$ cat src/rtl/dma_controller.sv
`timescale 1ns/1ps
`default_nettype none
// ============================================================================
//  Module   : dma_controller
//  Purpose  : Single-channel memory-to-memory DMA engine. Software programs
//             SRC, DST and LEN through a small register port and starts the
//             transfer from CTRL. The engine then requests the bus and copies
//             LEN 32-bit words, one read beat followed by one write beat per
//             word. Completion sets done, which can raise a level interrupt.
//  Ports    : clk, rst            - clock, asynchronous active-high reset
//             reg_sel, wdata,
//             wenable, rdata      - register access (0 SRC,1 DST,2 LEN,3 CTRL)
//             bus_req, bus_gnt    - bus master request / grant
//             m_addr, m_wdata,
//             m_wenable, m_rdata  - bus master data path
//             irq                 - done AND irq_en
//  Revision : 1.0 - initial release
// ============================================================================
module dma_controller #(
  parameter int LEN_WIDTH = 16
) (
  input  logic        clk,
  input  logic        rst,
  input  logic [1:0]  reg_sel,
  input  logic [31:0] wdata,
  input  logic        wenable,
  output logic [31:0] rdata,
  output logic        bus_req,
  input  logic        bus_gnt,
  output logic [31:0] m_addr,
  output logic [31:0] m_wdata,
  output logic [3:0]  m_wenable,
  input  logic [31:0] m_rdata,
  output logic        irq
);

  localparam logic [1:0] IDLE  = 2'd0;
  localparam logic [1:0] ARB   = 2'd1;
  localparam logic [1:0] READ  = 2'd2;
  localparam logic [1:0] WRITE = 2'd3;

  localparam logic [1:0] SEL_SRC  = 2'd0;
  localparam logic [1:0] SEL_DST  = 2'd1;
  localparam logic [1:0] SEL_LEN  = 2'd2;
  localparam logic [1:0] SEL_CTRL = 2'd3;

  logic [1:0]           r_state;
  logic [31:0]          r_src;
  logic [31:0]          r_dst;
  logic [31:0]          r_hold;
  logic [LEN_WIDTH-1:0] r_len;
  logic                 r_done;
  logic                 r_irq_en;

  logic w_busy;
  logic w_ctrl_wr;
  logic w_start;
  logic w_len_zero;
  logic w_beat;
  logic w_last;

  assign w_busy     = (r_state != IDLE);
  assign w_ctrl_wr  = wenable && (reg_sel == SEL_CTRL);
  assign w_start    = w_ctrl_wr && wdata[0] && !w_busy;
  assign w_len_zero = (r_len == '0);
  assign w_beat     = (r_state == WRITE) && bus_gnt;
  assign w_last     = (r_len == LEN_WIDTH'(1));

  always_ff @(posedge clk or posedge rst) begin
    if (rst) begin
      r_state  <= IDLE;
      r_src    <= '0;
      r_dst    <= '0;
      r_hold   <= '0;
      r_len    <= '0;
      r_done   <= 1'b0;
      r_irq_en <= 1'b0;
    end else begin
      // A write that acknowledges done (bit1) may enable the interrupt but
      // never disables it, so a plain acknowledge keeps irq_en intact.
      if (w_ctrl_wr) begin
        r_irq_en <= wdata[1] ? (r_irq_en | wdata[2]) : wdata[2];
      end

      // Clear is applied first; a same-edge completion or zero-length start
      // then sets done again, which is the intended ordering.
      if (w_ctrl_wr && wdata[1]) begin
        r_done <= 1'b0;
      end
      if ((w_start && w_len_zero) || (w_beat && w_last)) begin
        r_done <= 1'b1;
      end

      // Address and count registers are frozen while a transfer runs.
      if (wenable && !w_busy) begin
        case (reg_sel)
          SEL_SRC: r_src <= {wdata[31:2], 2'b00};
          SEL_DST: r_dst <= {wdata[31:2], 2'b00};
          SEL_LEN: r_len <= wdata[LEN_WIDTH-1:0];
          default: ;
        endcase
      end

      case (r_state)
        IDLE: begin
          if (w_start && !w_len_zero) begin
            r_state <= ARB;
          end
        end
        ARB: begin
          if (bus_gnt) begin
            r_state <= READ;
          end
        end
        READ: begin
          if (bus_gnt) begin
            r_hold  <= m_rdata;
            r_state <= WRITE;
          end
        end
        WRITE: begin
          if (bus_gnt) begin
            r_src   <= r_src + 32'd4;
            r_dst   <= r_dst + 32'd4;
            r_len   <= r_len - LEN_WIDTH'(1);
            r_state <= w_last ? IDLE : READ;
          end
        end
        default: r_state <= IDLE;
      endcase
    end
  end

  // Bus-side outputs are pure decodes of state so that an asynchronous reset
  // removes the request and any write strobe without waiting for a clock.
  always_comb begin
    bus_req   = w_busy;
    m_addr    = 32'd0;
    m_wdata   = 32'd0;
    m_wenable = 4'h0;
    case (r_state)
      READ: begin
        m_addr = r_src;
      end
      WRITE: begin
        m_addr    = r_dst;
        m_wdata   = r_hold;
        m_wenable = bus_gnt ? 4'hF : 4'h0;
      end
      default: ;
    endcase
  end

  always_comb begin
    rdata = 32'd0;
    case (reg_sel)
      SEL_SRC:  rdata = r_src;
      SEL_DST:  rdata = r_dst;
      SEL_LEN:  rdata = 32'(r_len);
      default:  rdata = {29'd0, r_irq_en, r_done, w_busy};
    endcase
  end

  assign irq = r_done && r_irq_en;

endmodule
`default_nettype wire

$ cat config.mk
export PLATFORM = sky130hd
export DESIGN_NAME = dma_controller
export DESIGN_NICKNAME = d
export VERILOG_FILES = /design/src/rtl/dma_controller.sv
export SDC_FILE = /design/constraint.sdc
export NUM_CORES = 1
export LEC_CHECK = 0
export CORE_MARGIN = 2
export CORE_UTILIZATION = 35
export DETAILED_ROUTE_END_ITERATION = 6
export PLACE_DENSITY = 0.59
export SLEW_MARGIN = 0
export SYNTH_ARGS = -nofsm -noshare
export SYNTH_HDL_FRONTEND = slang
export SYNTH_SLANG_ARGS = --single-unit
$ cat constraint.sdc
create_clock -name clk -period 3.7 [get_ports clk]
set_clock_uncertainty 0.2 [all_clocks]
set_input_delay 0.555 -clock clk [delete_from_list [all_inputs] [get_ports clk]]
set_output_delay 0.555 -clock clk [all_outputs]
set_load 0.05 [all_outputs]
# Word level (Yosys, flattened, before mapping)
# Cells that the tools add are included.
[word_totals] reg_bits=116 inputBits=70 output_inout_bits=102 wordCells=68
[classes] n_addsub=3 n_eq_ne=11 muxes=26 n_bitwise=1 n_reduce_logical=20
[ops] cell="$mux W32" count=9
[ops] cell="$pmux W32 S3" count=1
[ops] cell="$add A32 B3 Y32 const B" count=2
[ops] cell="$mux W16" count=4
[ops] cell="$pmux W32 S2" count=1
[ops] cell="$eq A16 B1 Y1 const B" count=1
[ops] cell="$logic_not A16 Y1" count=1
[ops] cell="$sub A16 B1 Y16 const B" count=1
[ops] cell="$logic_and A1 B1 Y1" count=10
[ops] cell="$mux W2" count=5
[ops] cell="$eq A2 B2 Y1 const B" count=4
[ops] cell="$mux W4" count=2
[ops] cell="$ne A2 B2 Y1 const B" count=4
[ops] cell="$pmux W2 S4" count=1
[ops] cell="$eq A2 B1 Y1 const B" count=2
[ops] cell="$logic_not A2 Y1" count=2
[ops] cell="$reduce_and A4 Y1" count=1
[ops] cell="$reduce_bool A2 Y1" count=2
[ops] cell="$mux W1" count=3
[ops] cell="$logic_not A1 Y1" count=2
[ops] cell="$reduce_and A2 Y1" count=1
[ops] cell="$logic_or A1 B1 Y1" count=1
[ops] cell="$or A1 B1 Y1" count=1

# Longest topological paths before layout
# Gate-level depths: netlist (run 1).
[depth] depth_word=7 ltp_mapped=8 mapped_depth_nobuf=7

# Worst setup path after synthesis (run 1)
# OpenSTA, ideal clock, no wires.
[synth_timing] path_kind="in2out" startpoint="in reg_sel[1]" endpoint="out rdata[10]" arrival_ns=2.585 required_time_ns=2.945 slack_ns=0.360 path_stages=4 n_path_buf=2 path_cell_list="clkbuf_1 clkbuf_1 mux2i_1 o21ai_0"
[synth_between] elab_chain_len=2 elab_cells_between_ends=4 classes_between="eq/ne (2); mux (1); reduce/logical (1)"
[synth_rtl] item="start: declaration" line="24" source="input logic [1:0] reg_sel,"
[synth_rtl] item="$eq A2 B2 Y1 (tied with other cells)" line="156" source="case (reg_sel)"
[synth_rtl] item="$pmux W32 S3 *" line="156"
[synth_rtl] item="end: declaration" line="27" source="output logic [31:0] rdata,"
# Mark *: on every way between the ends. The rest lies on a longest branch, timed or not.

# Worst setup path in the final report (run 1)
[layout_timing] startpoint="reg r_state[1]" endpoint="out m_addr[1]"
[layout_between] elab_chain_len=2 elab_cells_between_ends=3 classes_between="eq/ne (2); mux (1)"
[layout_rtl] item="start: declaration" line="47" source="logic [1:0] r_state;"
[layout_rtl] item="start signal: assignment" line="126" source="r_state <= w_last ? IDLE : READ;"
[layout_rtl] item="$eq A2 B2 Y1" line="141" source="case (r_state)"
[layout_rtl] item="$pmux W32 S2 *" line="141"
[layout_rtl] item="end: declaration" line="30" source="output logic [31:0] m_addr,"
# Marked as above.

==> results of run 1 <==
## final timing paths
check	to	start	slack, ps
max	m_addr[1]	r_state[1]	280
min	r_hold[3]	r_hold[3]	300
max reg2reg	r_dst[4]	r_state[0]	790
min reg2reg	r_hold[3]	r_hold[3]	300
max in group asynchronous	r_state[1]	rst	2220
min in group asynchronous	r_hold[1]	rst	320
## report_power, final
part | switching (mW) | total, mW | internal, mW
sequential | 0.523 | 2.13 | 1.60
combinational | 2.05 | 3.31 | 1.26
clock | 0.599 | 1.82 | 1.23
## cells by family after synthesis
family / after synthesis / synth area share [%]
AOI/OAI and AO/OA: 183 / 16.4
and+or+nand+nor: 365 / 24.8
buffers and inverters: 90 / 4.94
muxes: 99 / 14.3
adders and majority gates: 4 / 0.670
DFF: 116 / 38.8
## layer usage
| metal | part of all wire (%) | up-vias | wire length [um] |
|---|---|---|---|
| li1 | - | 3415 | - |
| met1 | 46 | 3469 | 11400 |
| met2 | 47 | 278 | 11600 |
| met3 | 6.1 | 31 | 1510 |
| met4 | 1.5 | 0 | 374 |
| met5 | 0 | - | 0 |
## registers in the layout, indices dropped and copies added, names as in the netlist
name,cells
r_dst,32
r_irq_en,1
r_src,32
r_state,2
r_done,1
r_hold,32
r_len,16
## area by class of cell
| type | count | area share [%] |
|---|---|---|
| clock inverter | 10 | 1.74 |
| sequential | 116 | 28.5 |
| inverter | 16 | 0.625 |
| multi-input combinational | 651 | 41.1 |
| timing repair buffer | 192 | 20.1 |
| clock buffer | 22 | 4.55 |
| tap | 275 | 3.37 |
## critical path, stage by stage, from the launching register on
cell and delay [ps]:
dfrtp_2 810, buf_4 390, nor2b_1 190, clkdlybuf4s50_1 830
## through the flow
| step | setup slack [ps] | total power, mW | util [%] |
|---|---|---|---|
| CTS | 221 | 7.28 | 48.7 |
| floorplan | 360 | 4.23 | - |
| finish | 284 | 7.26 | 48.7 |
| global route | 92.9 | 7.64 | 48.7 |
| detailed placement | 466 | 5.43 | 45.6 |
| global placement | 478 | 5.41 | 45.6 |
## placed cells by master (no fill, tap or decap), types with 9 or more instances in the layout
master / instances
nor2b_1: 32
mux2_2: 33
buf_4: 20
and3_1: 44
nor2_1: 90
inv_1: 14
nor3_1: 26
o22ai_1: 13
o21ai_0: 35
dfrtp_1: 114
nand4_1: 19
a21oi_1: 45
nand3_1: 35
o221a_2: 9
and2_1: 11
mux2i_1: 63
a311oi_1: 13
clkbuf_16: 17
buf_12: 19
a211oi_1: 16
clkdlybuf4s50_1: 151
nand2_1: 77
==> summary.txt, run 1 <==
Synthesis
  – Mapped Nets: 931
  – Sequential fraction of the synthesis area: 38.8%
  – Post-synthesis cell area: 7470 um^2
  – Share of the synthesized area in the top cell type: 38.8%
  – Gate Count Post-Synth: 857
  – Synth area leaders: dfrtp_1, mux2i_1, mux2_2
  – Number of flops mapped to enable cells by yosys: 0
  – Synth cell count leaders: dfrtp_1, nor2_1, nand2_1
  – Dominant synthesized flop cell: dfrtp_1
  – Cell with the most instances after synthesis: dfrtp_1
  – Mean area per synthesized cell: 8.72 um^2
  – Synth unique cells: 54
  – Synthesis-stage register bit count: 116
  – Asr flop ratio synth: 100%
  – Synth area leader: dfrtp_1
  – Synth warn: 0

GRT
  – Global-route wire length before repair: 39,100 um
  – Global Route Usage Sum: 22.5%
  – Grt ovf: 0
  – M1 GR Usage: 32.1%
  – Initial antenna violation count: 0
  – Most used routing layer: met2
  – Met3 Track Usage GR: 3.76%
  – Vias in the first global route: 6,913
  – Met2 GRT Util: 35.0%
  – Largest net degree at the start of global routing: 70

Clocking
  – Reg clk slew, reported paths: 50 ps
  – Number of setup buffers added after CTS: 0
  – Hold Buf Count CTS: 0
  – Clock root buffer: clkbuf_16
  – H-tree levels: 4
  – Deepest clock path buffer count: 2
  – Total CTS buffers: 17
  – Post-CTS sizing: 0
  – Clk sink count: 116
  – Worst-Skew Late Latency: 420 ps
  – CTS tree: built

Power
  – Max VDD drop: 342 uV
  – Power density over cell area: 711 nW/um^2
  – Static leakage: 4.15 nW

Floorplan
  – IO Pins: 172
  – Die X: 150 um
  – FP Rows: 53
  – DIE AREA: 22,500 um^2
  – Initial Util: 35.7%
  – Height of the die: 150 um
  – Core footprint: 21,000 um^2

Placement
  – Cell total after placement: 1,250
  – Final HPWL DP: 17,700 um
  – PortBufs: 171
  – GPL Wtd Cong: 0.878
  – Cell Area, Placed: 9570 um^2

Layout
  – Design Area, Final: 10,200 um^2
  – Ant. Diodes: 0
  – Final net count: 1,068
  – Register area: 2910 um^2
  – Layout cell share with drive strength beyond 1: 12.6%
  – Area delta synth->final: 36.6%
  – Layout fillers: 1,949
  – Fin cells: 1,282
  – Area of the multi-input gates: 4200 um^2

STA
  – Max frequency: 293 MHz
  – Post-layout min period: 3420 ps
  – Setup TNS: 0 ps
  – Max-slew headroom: 50.0%
  – Pins Over Slew Limit: 0
  – Final Setup Violations: 0
  – RSZ-0062 raised after global routing: no
  – Part of the cycle the worst path needs: 92.3%
  – Worst Max-Slew Pin Slew: 748 ps
  – Fin. Hold Viols: 0
  – Hold WS: 295 ps

Routing
  – Residual DRC: 0
  – Via count: 7,193
  – Router iterations before antenna repair: 5
  – Vias per cell: 5.61
  – WL final: 24,900 um
  – Starting DRT DRC Count: 596
  – WL per Instance: 19.4 um
  – Routed Antenna Nets: 0

Setup path
  – Critical path arrival: 2660 ps
  – Worst R2R Path Depth: 7
  – CP max FO: 43
  – CP Capture Type: primary output
  – Startpoint Class: register
  – Setup Crit Path Kind: register to primary output
  – Data required, critical path: 2940 ps

Run
  – Max-cap viol count: 0

Worst hold path
  – Hold Crit Class: register to register
  – Hold path depth: 1

Run status
  – Run status: completed
Note: power is estimated with default switching activity, not from simulation.
==> inputs of run 2 (changes only) <==
--- a/config.mk
+++ b/config.mk
@@ -5,10 +5,12 @@
 export SDC_FILE = /design/constraint.sdc
 export NUM_CORES = 1
 export LEC_CHECK = 0
+export ABC_AREA = 1
+export CAP_MARGIN = 20
 export CORE_MARGIN = 2
 export CORE_UTILIZATION = 35
 export DETAILED_ROUTE_END_ITERATION = 6
-export PLACE_DENSITY = 0.59
+export PLACE_DENSITY = 0.58
 export SLEW_MARGIN = 0
 export SYNTH_ARGS = -nofsm -noshare
 export SYNTH_HDL_FRONTEND = slang
==> run 2 against run 1 <==
  * The run now ends with design-rule violations left
  * Hold slack improved by 15 ps
  * Fmax shrank 5.1%
  * Sequential share of layout area down 1.9 points
  * Global-route usage rose by 3.7 points
  * Worst setup slack lost 190 ps
  * Utilization shrank 0.33 points
  * Cell count increased by 32%
==> summary.txt, run 2 <==
GRT
  – Global-route wire length before repair: 48,400 um (was 39,100 um)
  – Global Route Usage Sum: 26.1% (was 22.5%)
  – Grt ovf: 0 (unchanged)
  – Vias in the first global route: 8,446 (was 6,913)
  – Largest net degree at the start of global routing: 68 (was 70)
  – Initial antenna violation count: 0 (unchanged)

Synthesis
  – Post-synthesis compound-gate area fraction: 21.6% (was 16.4%)
  – Mux cell area share after synthesis: 0% (was 14.3%)
  – Gate Count Post-Synth: 1,241 (was 857)
  – Sequential fraction of the synthesis area: 36.2% (was 38.8%)
  – Cell with the most instances after synthesis: nand2_1 (was dfrtp_1)
  – Number of flops mapped to enable cells by yosys: 0 (unchanged)
  – Asr flop ratio synth: 100% (unchanged)
  – Synth Area in Simple Gates: 29.0% (was 24.8%)
  – Dominant synthesized flop cell: dfrtp_1 (unchanged)
  – Synth area leaders: dfrtp_1, nand2_1, nor2_1 (was dfrtp_1, mux2i_1, mux2_2)
  – Synth cell count leaders: nand2_1, nor2_1, inv_1 (was dfrtp_1, nor2_1, nand2_1)
  – Synth Area in XOR/XNOR: 1.20% (was 0%)
  – Synth area leader: dfrtp_1 (unchanged)
  – Synth unique cells: 35 (was 54)
  – Post-synthesis cell area: 8030 um^2 (was 7470 um^2)
  – Post-synthesis adder-cell area fraction: 0.624% (was 0.670%)
  – Mapped Nets: 1,315 (was 931)
  – Synthesis-stage register bit count: 116 (unchanged)
  – Largest family of logic cells by synthesized area: simple AND/OR/NAND/NOR gates (unchanged)
  – Share of the synthesized area in the top cell type: 36.2% (was 38.8%)
  – Synth warn: 0 (unchanged)
  – Mean area per synthesized cell: 6.47 um^2 (was 8.72 um^2)

Setup path
  – Data required, critical path: 2940 ps (about the same)
  – Worst Path Buf+Inv: 4 (was 2)
  – Startpoint Class: register (unchanged)
  – Critical path's most frequent cell: inv_1
  – Critical path arrival: 2850 ps (was 2660 ps)
  – CP max FO: 17 (was 43)
  – CP Capture Type: primary output (unchanged)
  – Max stage delay cell, worst path: clkdlybuf4s50_1 (unchanged)
  – CP max stage delay: 830 ps (about the same)
  – Setup Crit Path Kind: register to primary output (unchanged)
  – CP top delay family: buffers and inverters (unchanged)
  – Critical path, cell by cell: inv_1, nor2_1, inv_1, buf_4, o22ai_1, clkdlybuf4s50_1 (was buf_4, nor2b_1, clkdlybuf4s50_1)

Placement
  – PortBufs: 171 (unchanged)
  – Final HPWL DP: 23,700 um (was 17,700 um)
  – GPL Wtd Cong: 0.931 (was 0.878)
  – Cell Area, Placed: 10,300 um^2 (was 9570 um^2)

STA
  – Post-layout min period: 3600 ps (was 3420 ps)
  – Max-slew headroom: 39.9% (was 50.0%)
  – Setup TNS: 0 ps (unchanged)
  – Fin. Hold Viols: 0 (unchanged)
  – Max frequency: 278 MHz (was 293 MHz)
  – Part of the cycle the worst path needs: 97.3% (was 92.3%)
  – Worst Max-Slew Pin Slew: 899 ps (was 748 ps)
  – RSZ-0062 raised after global routing: no (unchanged)
  – Final Setup Violations: 0 (unchanged)
  – Pins Over Slew Limit: 0 (unchanged)

Power
  – Power density over cell area: 665 nW/um^2 (was 711 nW/um^2)
  – Max VDD drop: 461 uV (was 342 uV)
  – Static leakage: 4.99 nW (was 4.15 nW)

Floorplan
  – Core footprint: 22,600 um^2 (was 21,000 um^2)
  – DIE AREA: 24,200 um^2 (was 22,500 um^2)
  – FP Rows: 55 (was 53)
  – IO Pins: 172 (unchanged)
  – Initial Util: 35.6% (was 35.7%)
  – Die X: 155 um (was 150 um)
  – Height of the die: 155 um (was 150 um)

Routing
  – Via count: 8,995 (was 7,193)
  – WL per Instance: 18.7 um (was 19.4 um)
  – WL final: 31,500 um (was 24,900 um)
  – Router iterations before antenna repair: 7 (was 5)
  – Routed Antenna Nets: 0 (unchanged)
  – Starting DRT DRC Count: 698 (was 596)
  – Vias per cell: 5.33 (was 5.61)
  – Residual DRC: 2 (was 0)

Clocking
  – Total CTS buffers: 17 (unchanged)
  – Hold Buf Count CTS: 0 (unchanged)
  – Worst-Skew Late Latency: 430 ps (was 420 ps)
  – CTS tree: built (unchanged)
  – Deepest clock path buffer count: 2 (unchanged)
  – Number of setup buffers added after CTS: 0 (unchanged)
  – Clock root buffer: clkbuf_16 (unchanged)
  – Clk sink count: 116 (unchanged)
  – Reg clk slew, reported paths: 70 ps (was 50 ps)
  – H-tree levels: 4 (unchanged)

Worst hold path
  – Hold Crit Class: register to register (unchanged)

Layout
  – Layout fillers: 2,305 (was 1,949)
  – Layout cell share with drive strength beyond 1: 7.77% (was 12.6%)
  – Most common cell after layout, fill and taps aside: nand2_1 (was clkdlybuf4s50_1)
  – Most frequent cells in the layout: nand2_1, nor2_1, inv_1 (was clkdlybuf4s50_1, dfrtp_1, nor2_1)
  – Ant. Diodes: 0 (unchanged)
  – Area delta synth->final: 36.0% (was 36.6%)
  – Biggest regs: r_dst x32, r_hold x32, r_src x32 (unchanged)
  – Final net count: 1,464 (was 1,068)
  – Design Area, Final: 10,900 um^2 (was 10,200 um^2)

Run status
  – Run status: complete, but fails checks (was completed)
  – Violated checks: design-rule violations

Run
  – Max-cap viol count: 0 (unchanged)
-- run 2: changes by cell type in the layout (fill, tap and decap cells not counted), sizes merged, moves of 43 or more --
cell / change
nand2: +199
inv: +157
nor2: +134
a21oi: +78
o21ai: +78
mux2i: -63
and3: -43
-- run 2: per-layer routing --
metal | GRT usage [%] | up-vias | share of wire, %
met5 | 0 | - | 0
met4 | 11.4 | 0 | 4.0
met3 | 6.74 | 62 | 8.6
met2 | 39.2 | 411 | 43
met1 | 35.6 | 4178 | 44
li1 | - | 4344 | -
-- run 2: logic make-up (layout without fill, tap and decap cells) --
logic type | after synthesis | after routing
AOI/OAI and AO/OA | 317 | 317
xor gates and xnor gates | 11 | 11
adders and majority gates | 4 | 4
buffers and inverters | 222 | 384
DFF | 116 | 116
and+or+nand+nor | 571 | 571
-- run 2: metrics by stage --
step	utilization [%]	cells	hold WS, ps	setup slack, ps	power, mW
floorplan	-	1241	271	971	4.26
global placement	45.9	1655	290	623	5.65
detailed placement	45.9	1655	301	588	5.66
CTS	48.3	1687	315	133	7.25
global route	48.4	1688	326	7.37	7.66
finish	48.4	1688	310	98.9	7.26
-- run 2: final cells by class --
type,instances,area (um^2),share of cell area [%]
Sequential cell,116,2900,26.6
Clock inverter,15,119,1.09
Inverter,165,623,5.71
Clock buffer,17,425,3.90
Timing Repair Buffer,187,2270,20.8
Multi-Input combinational cell,903,4220,38.7
Tap cell,285,357,3.27
-- run 2: tightest hold or removal path, delay by kind of cell (launching register included) --
family | cells | cell delay (ps)
DFF | 1 | 320
AOI/OAI and AO/OA | 1 | 100
buffers and inverters | 1 | 40
-- run 2: timing repair --
item / 4_1_cts / 5_1_grt
hold endpoints to repair: 0 / 0
gates resized for setup: 0 / 2
setup endpoints to repair: 0 / 2
-- run 2: path summary, 6_finish.rpt --
check | start | endpoint | slack (ps) | depth (start not counted)
hold reg to reg | r_hold[7] | r_hold[7] | 310 | 2
hold / removal | r_hold[7] | r_hold[7] | 310 | 2
min in group asynchronous | rst | r_hold[19] | 450 | 2
max in group asynchronous | rst | r_len[3] | 2120 | 3
setup / recovery | r_state[1] | m_addr[30] | 100 | 6
setup reg to reg | r_state[0] | r_dst[6] | 1180 | 7
-- run 2: power breakdown --
group / internal, mW / switching (mW)
sequential: 1.61 / 0.366
combinational: 1.25 / 2.46
clock: 0.871 / 0.707
total: 3.73 / 3.53
==> inputs of run 3 (changes only) <==
--- a/config.mk
+++ b/config.mk
@@ -9,6 +9,7 @@
 export CAP_MARGIN = 20
 export CORE_MARGIN = 2
 export CORE_UTILIZATION = 35
+export CTS_CLUSTER_DIAMETER = 30
 export DETAILED_ROUTE_END_ITERATION = 6
 export PLACE_DENSITY = 0.58
 export SLEW_MARGIN = 0
==> results of run 3 <==
The final DEF is identical to that of run 2; final timing and power are the same.
